File: src/rtl/rr_arbiter8.sv
// rr_arbiter8: 8-requester round-robin arbiter with bounded grant hold.
// A registered 3-bit grant index drives the shared resource-select decoder.
// gnt is the registered one-hot decoded copy of that index.
// Ports:
//   clk       - system clock, all state updates on rising edge
//   rst       - synchronous active-high reset
//   req[7:0]  - level request vector, bit i = requester i wants the resource
//   gnt[7:0]  - one-hot grant, registered, all-zero when no grant is active
//   gnt_idx   - binary index of the current grantee (decoder select)
//   gnt_valid - high while a grant is active
module rr_arbiter8 #(
    parameter int unsigned MAX_HOLD = 4
) (
    input  logic       clk,
    input  logic       rst,
    input  logic [7:0] req,
    output logic [7:0] gnt,
    output logic [2:0] gnt_idx,
    output logic       gnt_valid
);

    localparam int unsigned N_REQ    = 8;
    localparam int unsigned IDX_W    = 3;
    localparam int unsigned HOLD_W   = 4;
    localparam logic [HOLD_W-1:0] HOLD_LAST = HOLD_W'(MAX_HOLD - 1);

    typedef enum logic {
        IDLE  = 1'b0,
        GRANT = 1'b1
    } state_t;

    state_t              state, state_nxt;
    logic [IDX_W-1:0]    ptr, ptr_nxt;
    logic [IDX_W-1:0]    idx_nxt;
    logic [HOLD_W-1:0]   hold_cnt, hold_nxt;
    logic [N_REQ-1:0]    others_c;
    logic [IDX_W-1:0]    after_c;

    // First set bit of r when searching base, base+1, ... with 3-bit wrap.
    // Scanning from the far end means the nearest hit overwrites the rest.
    function automatic logic [IDX_W-1:0] first_from(input logic [N_REQ-1:0] r,
                                                    input logic [IDX_W-1:0] base);
        logic [IDX_W-1:0] res;
        logic [IDX_W-1:0] pos;
        res = base;
        for (int i = N_REQ - 1; i >= 0; i--) begin
            pos = IDX_W'(base + IDX_W'(i));
            if (r[pos]) res = pos;
        end
        return res;
    endfunction

    // Competing requesters and the position just past the current grantee.
    assign others_c = req & ~(N_REQ'(1) << gnt_idx);
    assign after_c  = IDX_W'(gnt_idx + IDX_W'(1));

    // Next-state, pointer, hold counter and grant index.
    always_comb begin
        state_nxt = state;
        ptr_nxt   = ptr;
        idx_nxt   = gnt_idx;
        hold_nxt  = hold_cnt;
        unique case (state)
            IDLE: begin
                if (req != '0) begin
                    state_nxt = GRANT;
                    idx_nxt   = first_from(req, ptr);
                    hold_nxt  = '0;
                end
            end
            GRANT: begin
                // Release and timeout both rotate priority past the grantee.
                if (!req[gnt_idx] || (hold_cnt == HOLD_LAST && others_c != '0)) begin
                    ptr_nxt = after_c;
                    if (others_c != '0) begin
                        idx_nxt  = first_from(others_c, after_c);
                        hold_nxt = '0;
                    end else begin
                        state_nxt = IDLE;
                    end
                end else if (hold_cnt != HOLD_LAST) begin
                    hold_nxt = HOLD_W'(hold_cnt + HOLD_W'(1));
                end
            end
            default: state_nxt = IDLE;
        endcase
    end

    // State and registered outputs; gnt is decoded from the next index.
    always_ff @(posedge clk) begin
        if (rst) begin
            state     <= IDLE;
            ptr       <= '0;
            hold_cnt  <= '0;
            gnt_idx   <= '0;
            gnt       <= '0;
            gnt_valid <= 1'b0;
        end else begin
            state     <= state_nxt;
            ptr       <= ptr_nxt;
            hold_cnt  <= hold_nxt;
            gnt_idx   <= idx_nxt;
            gnt       <= (state_nxt == GRANT) ? (N_REQ'(1) << idx_nxt) : '0;
            gnt_valid <= (state_nxt == GRANT);
        end
    end

endmodule

File: config.mk
export PLATFORM = sky130hd
export DESIGN_NAME = rr_arbiter8
export DESIGN_NICKNAME = d
export VERILOG_FILES = /design/src/rtl/rr_arbiter8.sv
export SDC_FILE = /design/constraint.sdc
export NUM_CORES = 1
export LEC_CHECK = 0
export CAP_MARGIN = 20
export CORE_UTILIZATION = 45
export DETAILED_ROUTE_END_ITERATION = 8
export PLACE_DENSITY = 0.64
export SETUP_SLACK_MARGIN = 0.02
export SKIP_CTS_REPAIR_TIMING = 1
export SKIP_LAST_GASP = 1
export SLEW_MARGIN = 0
export SYNTH_ARGS = -nofsm -noshare
export SYNTH_HDL_FRONTEND = slang
export SYNTH_SLANG_ARGS = --single-unit
File: constraint.sdc
create_clock -name clk -period 5.4 [get_ports clk]
set_input_delay 1.08 -clock clk [delete_from_list [all_inputs] [get_ports clk]]
set_output_delay 1.08 -clock clk [all_outputs]
set_load 0.05 [all_outputs]
; ---- After elaboration in Yosys (flattened, before gate mapping)
; Index checks and enable logic that the tools add are counted.
[word_totals]
reg_bits = 19
out_inout_bits = 12
elab_cells = 120
[classes]
add_sub_neg = 16
magnitude_cmp = 17
n_mux = 63
reduce_logical = 8
shifts = 2
n_bitwise = 4
n_eq_ne = 5
[op_table]
columns = op, n
row1 = $lt 3x4->1 const B, 17
row2 = $mux 3, 19
row3 = $bmux 1 s3, 17
row4 = $add 3x3->3 const B, 8
row5 = $mux 1, 20
row6 = $mux 4, 4
row7 = $reduce_bool 8->1, 2
row8 = $shl 1x3->8 const A, 2
row9 = $add 3x2->3 const B, 4
row10 = $add 3x1->3 const B, 3
row11 = $and 8x8->8, 1
row12 = $not 8->8, 1
row13 = $pmux 4 s2, 1
row14 = $pmux 3 s2, 1
row15 = $add 4x1->4 const B, 1
row16 = $eq 4x2->1 const B, 1
row17 = $ne 4x2->1 const B, 1
row18 = $ne 3x1->1 const B, 1
row19 = $ne 3x3->1 const B, 1
row20 = $reduce_and 3->1, 1
row21 = $ne 2x2->1 const B, 1
row22 = $not 1->1, 2
row23 = $pmux 1 s2, 1
row24 = $reduce_and 2->1, 1
row25 = 4 further kinds, 4

; ---- Longest topological paths before layout
[depth]
word_depth = 17
depth_mapped = 13
depth_no_buf = 10

; ---- Worst setup path after synthesis
; OpenSTA, ideal clock, no wires.
[synth_path]
kind = register -> register
start = reg gnt_idx[0]
end = reg gnt[2]
synth_period_minus_slack_ns = 3.685
arrival_time_ns = 3.599
stages_incl_launch_ff = 13
setup_time_ns = 0.086
setup_slack_ns = 1.715
cell_sequence = dfxtp_1 > inv_1 > buf_1 > ha_1 > buf_2 > xnor2_1 > nor2_1 > a22oi_1 > and2_1 > a311oi_1 > a2111oi_1 > mux2_2 > a211oi_1
[synth_lines]
columns = element, line
row1 = "start, declared", 18  ; output logic [2:0] gnt_idx,
row2 = "start signal, assigned", 102  ; gnt_idx <= idx_nxt;
row3 = $add 3x1->3 (*), 55  ; assign after_c = IDX_W'(gnt_idx + IDX_W'(1));
row4 = via after_c[0], 37  ; logic [IDX_W-1:0] after_c;
row5 = $add 3x3->3, 47  ; pos = IDX_W'(base + IDX_W'(i));
row6 = $bmux 1 s3, 48  ; if (r[pos]) res = pos;
row7 = $mux 1 (not written as such), 48
row8 = $mux 3 (7 in a row), 48
row9 = $mux 3 (*), 48
row10 = $mux 3 (*), 75  ; if (others_c != '0) begin
row11 = $mux 3 (*), 73  ; if (!req[gnt_idx] || (hold_cnt == HOLD_LAST && others_c != '0)) begin
row12 = $pmux 3 s2 (*), 63  ; unique case (state)
row13 = $shl 1x3->8 (*), 103  ; gnt <= (state_nxt == GRANT) ? (N_REQ'(1) << idx_nxt) : '0;
row14 = "end signal, assigned", 103
row15 = "end, declared", 17  ; output logic [7:0] gnt,
; The timed path passes the listed nets; every way through them passes the cells marked *. The select of a mux whose other input is x is not followed.
; A chain may end at the register's enable or synchronous reset.

; ---- Final worst setup path
[layout_path]
start = reg gnt_idx[0]
end = reg gnt[6]
; Same word-level chain as after synthesis.

==> results.yml <==
sta:
  min_period_over_period: 0.793
  setup_tns_ps: 0
  holdWs_ps: 529
  fin_ws_ps: 1120
  final-setup-viol-count: 0
  finalMaxSlewViolations: 0
  grt_setup_unrepaired: "no"
  fin_crit_ps: 4280
  slew_headroom: 0.477
  finalHoldViolations: 0
  skew_ps: 3.28
  fmax_ghz: 0.234
  worstMarginPinSlew_ps: 783
layout:
  syn_to_final_growth_pct: 11.0
  final_common_cell: "nor2_1"
  fillers: 504
  antenna_cells: 0
  fin_nets: 344
  drive_gt1_frac: 0.142
  layout_common_cells: "nor2_1, clkdlybuf4s50_1, a21oi_1, dfxtp_1, nand2_1"
  final_area_sq_um: 2860
synthesis:
  synth-edff-count: 0
  yosysSeqAreaShare: 0.148
  ys.flop_type: "dfxtp_1"
  synth-seq-cells: 19
  synth_cell_type_count: 63
  synth_warnings: 0
  syn_avg_cell_area_sq_um: 8.25
  synth_nets: 332
  syn_area_sq_um: 2570
  syn_inst: 312
  async_reset_ff_frac: 0
placement:
  gp_congestion: 0.928
  numPortBuffers: 21
  dp_slack_ps: 1040
  hpwl_um: 5560
  dpl_cell_area_sq_um: 2810
run:
  drv_cap: 0
clocking:
  cts_buffer_depth: 2
  cts-root-buf: "clkbuf_8"
  numCtsBuffers: 3
  cts_tree: "yes"
  clkLatencyLatePin_ps: 260
  path_clk_slew_ps: 70
  h-tree-depth: 1
  clock-sinks: 19
global_route:
  grt_pass1_wl_um: 12100
  grt_max_degree: 26
  grt_use_total: 0.252
  grt_pass1_vias: 2410
  overflow: 0
  antenna_found_initial: 0
routing:
  firstDrtPassIters: 4
  routedWlPerCell_um: 18.7
  wirelength_um: 7400
  drc: 0
  vias_per_cell: 6.59
  initialDrtViolationCount: 213
  vias: 2604
  ant_nets: 0
setup_path:
  cp-end-kind: "register"
  worstSetupPathType: "reg2reg"
  arrival_ps: 4440
  path_max_fanout: 25
  required_ps: 5560
  start_kind: "register"
min_path:
  holdCritPathClass: "reg2reg"
floorplan:
  die_area_sq_um: 6020
  initial_core_util: 0.467
  coreArea_sq_um: 5510
  die_y_um: 77.6
  io_pins: 22
  die_x_um: 77.6
  rows: 27
power_and_ir_drop:
  ir_worst_vdd_v: 0.000342
  total_power_mw: 1.85
  power_leakage_nw: 1.03
  cellPowerDensity_nw_per_um2: 649
outcome:
  status: "finished clean"
==> cells in the mapped netlist (3+ instances only) <==
master | count | area share
buf_2 | 8 | 0.016
nand2_1 | 18 | 0.026
o22ai_1 | 5 | 0.012
dfxtp_1 | 19 | 0.15
a311oi_1 | 5 | 0.017
o31ai_1 | 3 | 0.0088
a211o_1 | 3 | 0.010
xor2_1 | 7 | 0.024
inv_1 | 14 | 0.020
nand3_1 | 4 | 0.0078
ha_1 | 10 | 0.049
nor2b_1 | 4 | 0.0097
nand2b_1 | 4 | 0.0097
mux2_2 | 15 | 0.066
nor2_1 | 27 | 0.039
clkbuf_1 | 6 | 0.0088
a211oi_1 | 11 | 0.032
nor3_1 | 5 | 0.0097
or4_1 | 3 | 0.0088
nand4_1 | 3 | 0.0073
a2111oi_0 | 4 | 0.014
xnor2_1 | 5 | 0.017
mux4_2 | 11 | 0.096
or2_2 | 6 | 0.015
a21oi_1 | 19 | 0.037
o21ai_0 | 7 | 0.014
nand3b_1 | 3 | 0.0088
mux2i_1 | 17 | 0.066
o211ai_1 | 11 | 0.032
nor4_1 | 5 | 0.012
a31oi_1 | 4 | 0.0097
==> flip-flops by register name, summed over array words and instances, names as in the netlist <==
signal and count:
gnt 8, hold_cnt 4, gnt_idx 3, ptr 3, state 1
==> final cells by class <==
class / instances / area [sq um] / area share
multi-input cells: 260 / 2050 / 0.718
flip-flops and latches: 19 / 380 / 0.133
well taps: 72 / 90.1 / 0.0315
inverters: 17 / 63.8 / 0.0223
repair buffers: 23 / 225 / 0.0788
clock inverters: 1 / 5.00 / 0.00175
clock buffers: 3 / 41.3 / 0.0145
==> where the power goes <==
part	internal, mW	switching [mW]	leakage, nW
Combinational	0.599	0.927	0.853
Clock	0.0514	0.0479	0.0255
Sequential	0.175	0.0534	0.155
==> metal layers <==
metal  part of all wire  track usage  vias up  wire (um)
met5                  0            0        -          0
met4              0.016       0.0698        0        117
li1                   -            -     1242          -
met1               0.46        0.344     1231       3370
met3              0.072       0.0376       15        536
met2               0.46        0.411      116       3370
==> worst paths after layout <==
check,depth (start not counted),start,to,slack [ps]
max,11,gnt_idx[0]$_SDFF_PP0_,gnt[6]$_SDFF_PP0_,1120
min,2,hold_cnt[3]$_SDFFE_PP0P_,hold_cnt[3]$_SDFFE_PP0P_,530
max reg2reg,11,gnt_idx[0]$_SDFF_PP0_,gnt[6]$_SDFF_PP0_,1120
min reg2reg,2,hold_cnt[3]$_SDFFE_PP0P_,hold_cnt[3]$_SDFFE_PP0P_,530
==> worst max-delay path: stages, from the launching register on <==
cell	delay (ps)
dfxtp_1	310
buf_4	290
inv_1	330
ha_1	890
xor2_1	410
nor2_1	90
a22oi_1	280
and2_1	170
a311oi_1	110
a2111oi_1	550
mux2_2	450
a211oi_1	260
==> cell families (layout without fill, tap and decap cells) <==
group / count (synthesis) / after routing / synth area share
AOI/OAI and AO/OA: 105 / 105 / 0.304
xor gates and xnor gates: 12 / 12 / 0.0409
adders and majority gates: 10 / 10 / 0.0486
buffers and inverters: 33 / 44 / 0.0550
DFF: 19 / 19 / 0.148
muxes: 43 / 43 / 0.228
and+or+nand+nor: 90 / 90 / 0.175
==> through the flow <==
stage / instances / util
after floorplan: 312 / -
after detailed placement: 391 / 0.510
after global placement: 391 / 0.510
after global routing: 395 / 0.519
after CTS: 395 / 0.519
final: 395 / 0.519
No activity file was read; power rests on OpenSTA's default activity.
